==> src/rtl/edge_det_multi.sv <==
// Multi-channel edge detector: per-channel synchroniser, glitch filter,
// registered rise/fall/mode-qualified pulses and sticky W1C flags.
module edge_det_multi #(
    parameter int unsigned WIDTH       = 8,
    parameter int unsigned SYNC_STAGES = 2,
    parameter int unsigned FILT_CYCLES = 4
) (
    input  logic                 clk,
    input  logic                 rstn,
    input  logic [WIDTH-1:0]     dat_i,
    input  logic [2*WIDTH-1:0]   mode_i,
    input  logic [WIDTH-1:0]     clr_i,
    output logic [WIDTH-1:0]     dat_o,
    output logic [WIDTH-1:0]     edge_rising,
    output logic [WIDTH-1:0]     edge_falling,
    output logic [WIDTH-1:0]     edge_pulse,
    output logic [WIDTH-1:0]     flag_o,
    output logic                 irq_o
);

    localparam int unsigned CNT_W_RAW = $clog2(FILT_CYCLES + 1);
    localparam int unsigned CNT_W     = (CNT_W_RAW < 1) ? 1 : CNT_W_RAW;
    localparam logic [CNT_W-1:0] CNT_MAX = CNT_W'(FILT_CYCLES - 1);

    logic [SYNC_STAGES-1:0][WIDTH-1:0] sync_q, sync_d;
    logic [WIDTH-1:0][CNT_W-1:0]       cnt_q, cnt_d;
    logic [WIDTH-1:0]                  filt_q, filt_d;
    logic [WIDTH-1:0]                  rise_q, rise_d;
    logic [WIDTH-1:0]                  fall_q, fall_d;
    logic [WIDTH-1:0]                  pulse_q, pulse_d;
    logic [WIDTH-1:0]                  flag_q, flag_d;
    logic [WIDTH-1:0]                  synced_c;
    logic [WIDTH-1:0]                  toggle_c;

    // Synchroniser shift: new sample enters stage 0, last stage is the synced level.
    always_comb begin
        sync_d   = {sync_q[SYNC_STAGES-2:0], dat_i};
        synced_c = sync_q[SYNC_STAGES-1];
    end

    // Glitch filter: accept a new level only after FILT_CYCLES consecutive mismatches.
    always_comb begin
        cnt_d    = cnt_q;
        toggle_c = '0;
        for (int i = 0; i < int'(WIDTH); i++) begin
            if (synced_c[i] == filt_q[i]) begin
                cnt_d[i] = '0;
            end else if (cnt_q[i] == CNT_MAX) begin
                cnt_d[i]    = '0;
                toggle_c[i] = 1'b1;
            end else begin
                cnt_d[i] = cnt_q[i] + CNT_W'(1);
            end
        end
        filt_d = filt_q ^ toggle_c;
    end

    // Edge pulses are computed on the toggle edge so they line up with the new dat_o level.
    always_comb begin
        rise_d  = toggle_c & ~filt_q;
        fall_d  = toggle_c & filt_q;
        pulse_d = '0;
        for (int i = 0; i < int'(WIDTH); i++) begin
            pulse_d[i] = (rise_d[i] & mode_i[2*i]) | (fall_d[i] & mode_i[2*i+1]);
        end
        // A pending pulse wins over a same-cycle clear so no event is lost.
        flag_d = (flag_q & ~clr_i) | pulse_q;
    end

    // All state registers; reset aborts any filtering or pulse in progress.
    always_ff @(posedge clk or negedge rstn) begin
        if (!rstn) begin
            sync_q  <= '0;
            cnt_q   <= '0;
            filt_q  <= '0;
            rise_q  <= '0;
            fall_q  <= '0;
            pulse_q <= '0;
            flag_q  <= '0;
        end else begin
            sync_q  <= sync_d;
            cnt_q   <= cnt_d;
            filt_q  <= filt_d;
            rise_q  <= rise_d;
            fall_q  <= fall_d;
            pulse_q <= pulse_d;
            flag_q  <= flag_d;
        end
    end

    assign dat_o        = filt_q;
    assign edge_rising  = rise_q;
    assign edge_falling = fall_q;
    assign edge_pulse   = pulse_q;
    assign flag_o       = flag_q;
    assign irq_o        = |flag_q;

endmodule
==> config.mk <==
export PLATFORM = sky130hd
export DESIGN_NAME = edge_det_multi
export DESIGN_NICKNAME = d
export VERILOG_FILES = /design/src/rtl/edge_det_multi.sv
export SDC_FILE = /design/constraint.sdc
export NUM_CORES = 1
export LEC_CHECK = 0
export ABC_AREA = 1
export ABC_CLOCK_PERIOD_IN_PS = 1000
export CAP_MARGIN = 20
export CORE_MARGIN = 10
export CORE_UTILIZATION = 35
export DETAILED_ROUTE_END_ITERATION = 6
export GPL_TIMING_DRIVEN = 0
export PLACE_DENSITY = 0.59
export SKIP_LAST_GASP = 1
export SLEW_MARGIN = 20
export SYNTH_ARGS = -nofsm -noshare
export SYNTH_HDL_FRONTEND = slang
export SYNTH_SLANG_ARGS = --single-unit
==> constraint.sdc <==
create_clock -name clk -period 1 [get_ports clk]
set_clock_uncertainty 0.1 [all_clocks]
set_input_delay 0.3 -clock clk [delete_from_list [all_inputs] [get_ports clk]]
set_output_delay 0.3 -clock clk [all_outputs]
set_load 0.03 [all_outputs]
* Word level (Yosys, flattened, before mapping)
Cells that the tools add are included.
Widths: inputs -> output; s select.
** Cells by class
- Reduce and logical (&&, ||, !) cells :: 1
- Add/sub/neg operators :: 8
- Bitwise gates (word level) :: 31
- Equal/unequal tests :: 16
- Muxes and demuxes :: 32
** Operators with widths (number)
- $mux 3 :: 16
- $add 3x1->3 const B :: 8
- $and 8x8->8 :: 3
- $eq 3x2->1 const B :: 8
- $and 1x1->1 :: 16
- $mux 1 :: 16
- $not 8->8 :: 2
- $eq 1x1->1 :: 8
- $or 1x1->1 :: 8
- $or 8x8->8 :: 1
- $reduce_or 8->1 :: 1
- $xor 8x8->8 :: 1
** Storage, ports and cells
- Input port bits :: 34
- Output and inout bits :: 41
- Word-level logic and storage cells :: 103
- Bits in registers :: 80

* Depth between registers and ports, before layout
- Depth after elaboration :: 6
- Mapped depth :: 5
- Mapped depth without buffers :: 5

* Worst setup path after synthesis
No wires, ideal clock.
- Path type :: register -> output
- Start :: reg flag_q[3] (netlist: flag_o[3])
- End :: out irq_o
- Path buffers :: 0
- Required time :: 0.600 ns
- Data arrival time :: 0.937 ns
- Path slack :: -0.337 ns
- Cell stages (with the launch flop) :: 3
- Cell sequence :: dfrtp_1 > nor2_1 > nand4_1
** On the way
- Cells in the longest elaborated chain, start to end :: 1
** RTL lines
- start, declared :: line 31 : logic [WIDTH-1:0] flag_q, flag_d;
- start signal, assigned :: line 87 : flag_q <= flag_d;
- $reduce_or 8->1 :: line 96 : assign irq_o = |flag_q;
- end, declared :: line 18 : output logic irq_o
No other way between the ends.

* Worst setup path after layout
- Start :: reg flag_q[0] (netlist: flag_o[0])
- End :: out irq_o
The elaborated chain is that of the path after synthesis.

==> results list <==
* Result of the run: finished, violations left
- Violated checks: hold timing, setup timing
- H-tree Lvls: 3
* Routed wire length: 6920 microns
- Once detail routing completed, the nets flagged for antenna violations numbered 0.
- Part of the power in registers: 38.8%
- Registers take 0.00202 sq mm.
- Number of cells on the critical path: 3
- Yosys mapped a number of flops with a built-in enable equal to 0.
- Along the worst path, the maximum fanout reaches 2.
- DRC marker count from the first detailed-route iteration: 57
* Die X-Extent: 112 microns
- Shortest period the worst path allows: 1.56 ns
* Most frequently used flop master after synthesis: dfrtp_1
- Worst hold margin: -0.248 ns
- Dividing the synthesized area by the synthesized cell count gives 10.2 sq um.
* Final count of negative-setup-slack endpoints: 74
- RSZ-0062 raised after global routing: yes
- HPWL reported at the end of detailed placement: 4480 microns
- For this design the total switching power over the nets is 3850 uW.
* Core Region: 0.00826 sq mm
- The number of pins exceeding their max-slew limit in the final report came to 0.
- CP Launch Type: flop
- The initial antenna violation count was 0.
* Area taken by multi-input logic gates: 0.00128 sq mm
* Placed Cells incl. Taps: 473
- In the final routed layout, each cell accounts on average for 13.6 microns.
- In this run the tightest slew margin relative to its limit is 78.1%.
- Walking the worst path, the cells encountered are nor2_4 > nand4_1 > buf_6.
- Together, buffers and inverters on the worst path number 1.
* Biggest area contributors in the synthesized netlist: dfrtp_1 67%, nor2_1 5.8%, nand2_1 5.6%
* Clock tree buffer depth: 2
- The most critical setup path has its endpoint at irq_o.
- Number of antenna repair diodes: 0
- Type of element capturing the critical path: output port
- Across all setup checks in the final design, the least slack found is -0.564 ns.
* FMAX: 639 MHz
- Worst Path Arrival: 1.16 ns
- The total overflow left after global routing is 0.
- Crit path from: flag_o[0]
* Share of the core filled with cells: 58.8%
- For the worst flop-to-flop path, the logic depth is 5.
- Most frequent cells after synthesis: 80 x dfrtp_1, 46 x nor2_1, 45 x nand2_1
* Starting Density: 36.2%
- Yosys cell types: 12
* Max-cap violation count: 0
- Die extent in y: 112 microns
- The number of clock buffers added by TritonCTS is 9.
* Total leakage power: 0.00219 uW
- The clock network is responsible for 21.6% of the overall power.
- Fraction of the yosys area taken by sequential cells: 66.9%
* Share of the synthesized area in the top cell type: 66.9%
- CP delay by family, top: flip-flops
* Number of global-route vias before repair: 2346
- Buffers on Ports: 74
- During I/O placement, the number of pins put on the boundary was 75.
* Worst VDD drop: 957 uV
- Entering global routing, the biggest net connects 58 pins.
- Ys Warns: 0
* Endpoint required time on the critical path: 0.60 ns
* Net Count, Synth: 335
- Clock-pin slew was measured on the worst setup and hold paths at 0.08 ns.
- Of all cell types, the one taking the most synthesized area is dfrtp_1.
- In the final design database the tool counted 441 nets.
- Power spread over the standard cell area amounts to 2230 mW/mm^2.
- Via count normalized by instance count: 4.44
- Kind of critical path: flop to output port
* Number of design rule violations left after detail routing: 0
- Internal Power: 7000 uW
* Gpl congestion: 0.734
- Number of sinks handled by clock tree synthesis: 80
- The finished layout holds 509 standard cells, fillers aside.
* Summed instance area of the synthesized netlist: 0.00299 sq mm
- The clock reaches the later pin of the worst-skew pair after 0.34 ns.
- CP peak stage delay: 0.43 ns
- For this block, the via count after detailed routing is 2259.
* Wire length of the first global-routing pass: 10900 microns
- Cell count after synthesis: 293
- The tightest min-delay check is of the input port to async pin type.
- For this run, the total global-route usage over all layers was measured as 10.5%.
* Standard-cell row count: 33
- Critical Path Slowest Stage Cell: dfrtp_2
- The area growth from synthesis to layout is 62.4%.
* Clock tree from TritonCTS: done
* Final Hold Fails: 23
- The endpoint identified for the worst register-to-register timing path is cnt_q[19].
- Fraction of power consumed by combinational cells: 39.6%
- Setup total negative slack on the finished layout was measured at -13.90 ns.
* Final period util: 156%
* Filler Cell Count: 712
* Switching share of total power: 35.5%
- The worst register-to-register path has a setup slack of -0.09 ns.
- Detailed-router iteration count before antenna repair: 4
* Async set-reset flop share out of synthesis: 100%
- The cell sitting at the root of the clock tree is a clkbuf_8.
* Number of storage elements in the synthesis netlist: 80
- The floorplan step defined a die boundary enclosing 0.0126 sq mm.
* Setup Slack @ Placement: -0.733 ns
- Worst Tran Pin Value: 0.328 ns
- Share of cells above drive strength 1: 50.7%
* Most frequent cell after synthesis: dfrtp_1
## worst min-delay path by stage
| stage | start | end | slack, ns | cells after the start |
|---|---|---|---|---|
| after global routing | rstn | synced_c[5] | -0.25 | 1 |
| after CTS | rstn | sync_d[15] | -0.25 | 1 |
| after floorplan | rstn | async pin | -0.1 | 0 |
| after detailed placement | rstn | edge_rising[5] | 0.13 | 1 |
| final | rstn | edge_rising[5] | -0.25 | 1 |
| after global placement | sync_d[9] | synced_c[1] | 0.23 | 0 |
## flip-flops by register name, summed over array words and instances (netlist names), named ones only
name          count
edge_rising       8
synced_c          8
cnt_q            24
edge_pulse        8
edge_falling      8
sync_d            8
flag_o            8
## worst reg2reg max path: stages, from the launching register on
cell,delay [ns]
dfrtp_2,0.43
buf_6,0.14
inv_4,0.05
nor2_2,0.04
nor2_2,0.15
nor2_1,0.07
## cell type report
class	count	area share, %
repair buffers	95	20.7
inverters	51	4.61
multi-input cells	162	26.3
clock buffers	11	2.91
flip-flops and latches	80	41.6
clock inverters	5	1.16
well taps	105	2.70
## layer usage
metal / vias to the layer above / GRT usage [%] / part of all wire [%]
li1: 1115 / - / -
met1: 1084 / 12.7 / 43
met2: 49 / 16.5 / 51
met3: 11 / 4.31 / 5.3
met4: 0 / 3.30 / 1.2
met5: - / 0 / 0
## power groups by stage
stage               Clock (uW)  Sequential (uW)  Combinational [uW]
finish                    2340             4210                4290
global route              2600             4270                4710
CTS                       2430             4130                3650
detailed placement           0             4250                2720
global placement             0             4230                2670
floorplan                    0             4670                1220
## metrics by stage
step | power (uW) | cell area, sq um
global placement | 6900 | 3920
global route | 11600 | 4860
finish | 10800 | 4860
floorplan | 5900 | 3050
detailed placement | 6970 | 3950
CTS | 10200 | 4500
## what timing repair did
action | 4_1_cts | 5_1_grt
hold endpoints to repair | 23 | 23
gates resized for setup | 348 | 86
pin swaps | 29 | 43
buffers inserted | 15 | 11
endpoints found under the setup margin | 79 | 92
## cell families after synthesis
logic type | count (synthesis) | share of synthesized area, %
and+or+nand+nor | 138 | 20.0
DFF | 80 | 66.9
buffers and inverters | 51 | 6.40
AOI/OAI and AO/OA | 16 | 3.35
adders and majority gates | 8 | 3.35
## layout by cell type, fill, tap and decap left out, drive strengths merged
cell / synthesis / layout
o21ai: 8 / 8
clkinvlp: 0 / 1
inv: 51 / 51
nand4: 1 / 1
nand2: 45 / 45
clkbuf: 0 / 11
o21bai: 8 / 8
ha: 8 / 8
clkdlybuf4s50: 0 / 32
nand3: 16 / 16
clkinv: 0 / 3
nor3: 15 / 15
nor2: 61 / 61
dfrtp: 80 / 80
buf: 0 / 63
bufinv: 0 / 1
(Power assumes the default switching activity.)
